$ cat src/rtl/alu_pkg.sv
// alu_pkg: shared definitions for the sequential ALU.
// Select encodings, FSM states and flag-bit positions.
package alu_pkg;

    localparam logic [3:0] s_Add               = 4'b0100;
    localparam logic [3:0] s_Subtract          = 4'b0101;
    localparam logic [3:0] s_MultiplyU         = 4'b0110;
    localparam logic [3:0] s_Not               = 4'b1000;
    localparam logic [3:0] s_Or                = 4'b1001;
    localparam logic [3:0] s_And               = 4'b1010;
    localparam logic [3:0] s_Xor               = 4'b1011;
    localparam logic [3:0] s_ShiftLeft         = 4'b1100;
    localparam logic [3:0] s_ShiftRightLogical = 4'b1101;
    localparam logic [3:0] s_ShiftRightArith   = 4'b1110;
    localparam logic [3:0] s_PassThroughA      = 4'b1111;

    typedef enum logic {
        st_idle,
        st_mul
    } state_t;

    localparam int f_Carry    = 0;
    localparam int f_Zero     = 1;
    localparam int f_Negative = 2;
    localparam int f_Overflow = 3;
    localparam int FlagCount  = 4;

endpackage

$ cat src/rtl/seq_alu_multiplier.sv
// shift_add_multiplier: unsigned radix-2 multiplier.
// One partial-product add per cycle; Done marks the final step.
module shift_add_multiplier #(
    parameter int DataLength = 8
) (
    input  logic                      Clock,
    input  logic                      Reset,
    input  logic                      Start,
    input  logic [DataLength-1:0]     OperandA,
    input  logic [DataLength-1:0]     OperandB,
    output logic                      Done,
    output logic [2*DataLength-1:0]   Product
);

    localparam int CW = $clog2(DataLength);

    logic                    busy;
    logic [CW-1:0]           count;
    logic [DataLength-1:0]   mcand;
    logic [2*DataLength-1:0] acc;
    logic [2*DataLength-1:0] acc_next;
    logic [DataLength:0]     partial;

    // Add the multiplicand into the high half when the current
    // multiplier bit (acc LSB) is set, then shift right by one.
    always_comb begin
        partial = {1'b0, acc[2*DataLength-1:DataLength]};
        if (acc[0]) begin
            partial = partial + {1'b0, mcand};
        end
        acc_next = {partial, acc[DataLength-1:1]};
    end

    assign Done    = busy && (count == CW'(DataLength - 1));
    assign Product = acc_next;

    // Operand latch and iteration counter.
    always_ff @(posedge Clock) begin
        if (Reset) begin
            busy  <= 1'b0;
            count <= '0;
            mcand <= '0;
            acc   <= '0;
        end else if (Start) begin
            busy  <= 1'b1;
            count <= '0;
            mcand <= OperandA;
            acc   <= {{DataLength{1'b0}}, OperandB};
        end else if (busy) begin
            acc   <= acc_next;
            count <= count + CW'(1);
            if (Done) begin
                busy <= 1'b0;
            end
        end
    end

endmodule

$ cat src/rtl/seq_alu.sv
// seq_alu: registered valid/ready ALU with a multi-cycle
// unsigned multiply and single-cycle logic/arith/shift ops.
module seq_alu
    import alu_pkg::*;
#(
    parameter int DataLength = 8
) (
    input  logic                  Clock,
    input  logic                  Reset,
    input  logic                  InValid,
    output logic                  InReady,
    input  logic [DataLength-1:0] InputA,
    input  logic [DataLength-1:0] InputB,
    input  logic [3:0]            Select,
    input  logic                  CarryIn,
    output logic                  OutValid,
    input  logic                  OutReady,
    output logic [DataLength-1:0] OutputResult,
    output logic [DataLength-1:0] OutputHigh,
    output logic                  CarryOut,
    output logic                  Zero,
    output logic                  Negative,
    output logic                  Overflow
);

    localparam int N = DataLength;

    state_t state;
    state_t state_next;

    logic                 accept;
    logic                 is_mul;
    logic                 mul_done;
    logic [2*N-1:0]       product;

    logic [N:0]           add_sum;
    logic [N:0]           sub_sum;
    logic [N:0]           shl_w;
    logic [N:0]           shr_w;
    logic [N:0]           sra_w;
    logic                 amt_zero;
    logic [N-1:0]         sc_r;
    logic                 sc_c;
    logic                 sc_v;
    logic [FlagCount-1:0] sc_flags;
    logic [FlagCount-1:0] mul_flags;

    logic                 valid_q;
    logic [N-1:0]         res_q;
    logic [N-1:0]         high_q;
    logic [FlagCount-1:0] flags_q;

    assign is_mul  = (Select == s_MultiplyU);
    assign InReady = !Reset && (state == st_idle)
                  && (!valid_q || OutReady);
    assign accept  = InValid && InReady;

    // Single-cycle unit; one extra bit in each shift vector
    // catches the last bit shifted out.
    always_comb begin
        add_sum  = {1'b0, InputA} + {1'b0, InputB}
                 + {{N{1'b0}}, CarryIn};
        sub_sum  = {1'b0, InputA} + {1'b0, ~InputB}
                 + {{N{1'b0}}, CarryIn};
        shl_w    = {1'b0, InputA} << InputB;
        shr_w    = {InputA, 1'b0} >> InputB;
        sra_w    = $signed({InputA, 1'b0}) >>> InputB;
        amt_zero = (InputB == '0);
        sc_r     = '0;
        sc_c     = CarryIn;
        sc_v     = 1'b0;
        case (Select)
            s_Add: begin
                sc_r = add_sum[N-1:0];
                sc_c = add_sum[N];
                sc_v = (InputA[N-1] == InputB[N-1])
                    && (sc_r[N-1] != InputA[N-1]);
            end
            s_Subtract: begin
                sc_r = sub_sum[N-1:0];
                sc_c = sub_sum[N];
                sc_v = (InputA[N-1] != InputB[N-1])
                    && (sc_r[N-1] != InputA[N-1]);
            end
            s_Not:  sc_r = ~InputA;
            s_Or:   sc_r = InputA | InputB;
            s_And:  sc_r = InputA & InputB;
            s_Xor:  sc_r = InputA ^ InputB;
            s_ShiftLeft: begin
                sc_r = amt_zero ? InputA : shl_w[N-1:0];
                sc_c = amt_zero ? CarryIn : shl_w[N];
            end
            s_ShiftRightLogical: begin
                sc_r = amt_zero ? InputA : shr_w[N:1];
                sc_c = amt_zero ? CarryIn : shr_w[0];
            end
            s_ShiftRightArith: begin
                sc_r = amt_zero ? InputA : sra_w[N:1];
                sc_c = amt_zero ? CarryIn : sra_w[0];
            end
            s_PassThroughA: sc_r = InputA;
            default: sc_r = '0;
        endcase
        sc_flags              = '0;
        sc_flags[f_Carry]     = sc_c;
        sc_flags[f_Zero]      = (sc_r == '0);
        sc_flags[f_Negative]  = sc_r[N-1];
        sc_flags[f_Overflow]  = sc_v;
    end

    // Flags for a finished multiply come from the full product.
    always_comb begin
        mul_flags              = '0;
        mul_flags[f_Zero]      = (product == '0);
        mul_flags[f_Negative]  = product[2*N-1];
        mul_flags[f_Overflow]  = |product[2*N-1:N];
    end

    shift_add_multiplier #(
        .DataLength (N)
    ) u_mul (
        .Clock    (Clock),
        .Reset    (Reset),
        .Start    (accept && is_mul),
        .OperandA (InputA),
        .OperandB (InputB),
        .Done     (mul_done),
        .Product  (product)
    );

    // FSM state register.
    always_ff @(posedge Clock) begin
        if (Reset) begin
            state <= st_idle;
        end else begin
            state <= state_next;
        end
    end

    // FSM next state: leave IDLE on a multiply, return on Done.
    always_comb begin
        state_next = state;
        unique case (state)
            st_idle: if (accept && is_mul) state_next = st_mul;
            st_mul:  if (mul_done) state_next = st_idle;
        endcase
    end

    // Output stage: load on accept or multiply finish,
    // otherwise hold until the consumer takes it.
    always_ff @(posedge Clock) begin
        if (Reset) begin
            valid_q <= 1'b0;
            res_q   <= '0;
            high_q  <= '0;
            flags_q <= '0;
        end else if (accept && !is_mul) begin
            valid_q <= 1'b1;
            res_q   <= sc_r;
            high_q  <= '0;
            flags_q <= sc_flags;
        end else if (state == st_mul && mul_done) begin
            valid_q <= 1'b1;
            res_q   <= product[N-1:0];
            high_q  <= product[2*N-1:N];
            flags_q <= mul_flags;
        end else if (valid_q && OutReady) begin
            valid_q <= 1'b0;
        end
    end

    assign OutValid     = valid_q;
    assign OutputResult = res_q;
    assign OutputHigh   = high_q;
    assign CarryOut     = flags_q[f_Carry];
    assign Zero         = flags_q[f_Zero];
    assign Negative     = flags_q[f_Negative];
    assign Overflow     = flags_q[f_Overflow];

endmodule

$ cat config.mk
export PLATFORM = sky130hd
export DESIGN_NAME = seq_alu
export DESIGN_NICKNAME = d
export VERILOG_FILES = /design/src/rtl/alu_pkg.sv /design/src/rtl/seq_alu_multiplier.sv /design/src/rtl/seq_alu.sv
export SDC_FILE = /design/constraint.sdc
export NUM_CORES = 1
export LEC_CHECK = 0
export BUFFER_PORTS_ARGS = -buffer_cell sky130_fd_sc_hd__buf_2
export CAP_MARGIN = 30
export CORE_ASPECT_RATIO = 0.9
export CORE_UTILIZATION = 45
export DETAILED_ROUTE_END_ITERATION = 12
export PLACE_DENSITY = 0.66
export SYNTH_ARGS = -nofsm -noshare
export SYNTH_HDL_FRONTEND = slang
export SYNTH_SLANG_ARGS = --single-unit
$ cat constraint.sdc
create_clock -name Clock -period 7.15 [get_ports Clock]
set_input_delay 1.0725 -clock Clock [delete_from_list [all_inputs] [get_ports Clock]]
set_output_delay 1.0725 -clock Clock [all_outputs]
set_load 0.02 [all_outputs]
==> flow_summary_export.csv <==
group,metric,value,unit
status,status,"finished, final reports clean",
yosys,synth_xor_area_frac,0.0125,
pwr,switchingPower,244,µW
yosys,synth_ff_type,"dfxtp_1",
drt,wl_per_cell,20.2,µm
timing,rsz0062_at_grt,"false",
setup_path,start_kind,"input pin",
floorplanning,die_x,112,µm
timing,setup_viol,0,
pwr,clockPowerShare,0.319,
yosys,synth_nets,706,
drt,vias,5122,
yosys,synth_top_area_share,0.204,
global_routing,grt.overflow.total,0,
pwr,p_per_area,139,mW/mm²
timing,tightestPinTransition,0.880,ns
pwr,leakagePower,0.00205,µW
setup_path,crit_start,"InputB[0]",
drt,first_iter_violations,573,
yosys,synth_seq_area_share,0.204,
clocking,cts_hold_buf,0,
yosys,synth_compound_area_frac,0.283,
global_routing,grt_pass1_wl,25.7,mm
drt,drc_errors,0,
yosys,synth_edf_count,0,
drt,postRouteAntennaNets,0,
clocking,clock_latency,0.29,ns
clocking,clkTransAtPathRegs,0.06,ns
floorplanning,ios,47,
place,numPortBuffers,46,
timing,finalHoldViolCount,0,
clocking,htreeDepth,2,
floorplanning,dieArea,0.0113,mm²
finish,syn2layout_area_growth,7.46,%
timing,fin_crit_sh,0.571,
finish,final_common_cell,"nand2_1",
floorplanning,rows,35,
setup_path,slowest_stage,"buf_2",
pwr,irDropWorstVdd,0.131,mV
yosys,ys_ff_latch,50,
yosys,ys_top_cells_by_area,"dfxtp_1 20%, ha_1 8.4%, a21oi_1 5.9%",
finish,drive_above_1_share,0.131,
global_routing,grt.total_usage,0.287,
yosys,synth_top_family_by_area,"compound AO/OA/AOI/OAI gates",
timing,slew_viol_final,0,
setup_path,crit_arrival,4.29,ns
setup_path,critPathMaxFanout,32,
finish,n_antenna_cell,0,
timing,maxSlewHeadroom,0.411,
timing,finalCriticalPeriod,4.08,ns
yosys,synth.distinct_cells,82,
run,drv_cap,0,
finish,layout_common_cells,"61 x nand2_1, 60 x nor2_1, 58 x a21oi_1",
finish,multi_input_area,0.00356,mm²
pwr,switching_share,0.334,
setup_path,cp_data_required_time,7.36,ns
clocking,postCtsResizedCells,0,
setup_path,r2r_setup_slack,4.39,ns
yosys,synthSimpleGateAreaFrac,0.236,
finish,fillers,1057,
clocking,cts_tree,"built",
yosys,synth_top_area_cell,"dfxtp_1",
yosys,synth_area,0.00490,mm²
yosys,ys_warn_count,0,
clocking,post-cts-setup-buffer-count,0,
global_routing,grt_max_degree,56,
yosys,synth_mux_area_frac,0.0917,
setup_path,cp-end-kind,"flip-flop",
timing,tns,0,ns
pwr,pwr-share-seq,0.393,
clocking,cts_buffer_depth,2,
timing,fin_hold_ws,0.462,ns
pwr,comb_power_share,0.288,
timing,max_freq,245,MHz
hold_path,min_path_type,"flip-flop to flip-flop",
place,gp_congestion,0.990,
yosys,synth_area_per_cell,7.61,µm²
drt,totalWireLength,15.9,mm
drt,post_drt_via_cell_ratio,6.52,
finish,final_nets,718,
floorplanning,start_util,0.470,
setup_path,reg2reg_from,"u_mul.acc[8]",
yosys,syn_inst,643,
clocking,cts_sinks,50,
clocking,root_buffer,"clkbuf_16",
setup_path,r2r-end,"flags_q[3]",
timing,finalClockSkew,0.00399,ns
pwr,power,731,µW
drt,drt_first_pass_iters,5,
yosys,synthAdderAreaFrac,0.105,
place,post-dp-hpwl,11.8,mm
global_routing,antenna_found_initial,0,
setup_path,cp-endpoint,"flags_q[1]",
setup_path,crit_type,"input pin to flip-flop",
floorplanning,die_h,101,µm
pwr,internal_power,487,µW
setup_path,crit_top_cell,"fa_1",
global_routing,grt_pass1_vias,4772,
setup_path,r2r_cells,11,
floorplanning,core,0.0104,mm²
yosys,async_flop_share,0,
finish,ff_latch_area,0.00100,mm²
setup_path,worstPathCellList,"buf_2, inv_2, fa_1, fa_1, mux2_2, a2bb2oi_1, o2bb2ai_1, a221oi_1, o221ai_1, nor3_2, nand4_1, o32ai_2",
clocking,cts_buffers,5,
setup_path,slowest_delay,0.55,ns
==> kinds of logic after synthesis <==
| family | after synthesis |
|---|---|
| AND/OR/NAND/NOR | 224 |
| AO/OA/AOI/OAI | 207 |
| buffers and inverters | 77 |
| flip-flops | 50 |
| multiplexers | 40 |
| adder cells (fa/ha/maj) | 38 |
| XOR/XNOR | 7 |
==> power groups by stage <==
stage / clock network [µW] / logic (µW) / registers (µW)
6_report: 233 / 210 / 288
5_1_grt: 251 / 228 / 288
4_1_cts: 238 / 205 / 287
3_5_place_dp: 0 / 204 / 294
3_3_place_gp: 0 / 202 / 294
2_1_floorplan: 0 / 144 / 297
==> Yosys cell counts, types with 4 or more instances <==
library cell / number
a211oi_1: 24
a21oi_1: 58
a221oi_1: 8
a22o_1: 4
a22oi_1: 9
a31oi_1: 7
and3_1: 6
buf_2: 17
clkbuf_1: 24
dfxtp_1: 50
fa_1: 5
ha_1: 33
inv_1: 28
mux2_2: 8
mux2i_1: 28
nand2_1: 61
nand2b_1: 12
nand3_1: 15
nor2_1: 60
nor2b_1: 9
nor3_1: 16
nor3_2: 5
nor4_1: 6
o211ai_1: 9
o21a_1: 7
o21ai_0: 34
o22ai_1: 5
or3_1: 6
xnor2_1: 6
==> per-stage QoR <==
step | utilization | std cells | instance area (µm²) | worst slack (ns)
2_1_floorplan | - | 643 | 4900 | 3.64
3_3_place_gp | 0.490 | 776 | 5100 | 2.99
3_5_place_dp | 0.490 | 776 | 5100 | 2.87
4_1_cts | 0.504 | 784 | 5250 | 3.14
5_1_grt | 0.505 | 785 | 5260 | 2.92
6_report | 0.505 | 785 | 5260 | 3.07
==> sequential cells by signal, indices dropped and copies added, names as in the netlist <==
signal,count
OutValid,1
OutputHigh,8
OutputResult,8
flags_q,4
state,1
u_mul.acc,16
u_mul.busy,1
u_mul.count,3
u_mul.mcand,8
==> worst min path at each step <==
stage | from | endpoint | cells past startpoint
after floorplan | u_mul.mcand[0] | u_mul.mcand[0] | 2
after global routing | u_mul.mcand[7] | u_mul.mcand[7] | 2
after global placement | OutputHigh[7] | OutputHigh[7] | 2
after detailed placement | u_mul.mcand[5] | u_mul.mcand[5] | 2
after CTS | u_mul.mcand[5] | u_mul.mcand[5] | 2
final | u_mul.mcand[6] | u_mul.mcand[6] | 2
==> metal layers <==
metal | GRT usage | vias to the layer above | part of all wire
met3 | 0.0517 | 38 | 0.077
met5 | 0 | - | 0
met1 | 0.402 | 2450 | 0.45
met2 | 0.450 | 231 | 0.45
li1 | - | 2403 | -
met4 | 0.0831 | 0 | 0.023
==> final cells by class <==
type                    count  share of cell area
repair buffers             51              0.0516
inverters                  31              0.0221
clock buffers               5              0.0238
multi-input cells         516               0.678
clock inverters             3             0.00404
flip-flops and latches     50               0.190
well taps                 129              0.0307
==> worst max-delay path, delay by kind of cell <==
kind	cells	cell delay (ns)
AO/OA/AOI/OAI	5	1.01
adder cells (fa/ha/maj)	2	0.86
buffers and inverters	2	0.71
AND/OR/NAND/NOR	2	0.35
multiplexers	1	0.28
Note: power is estimated with default switching activity, not from simulation.
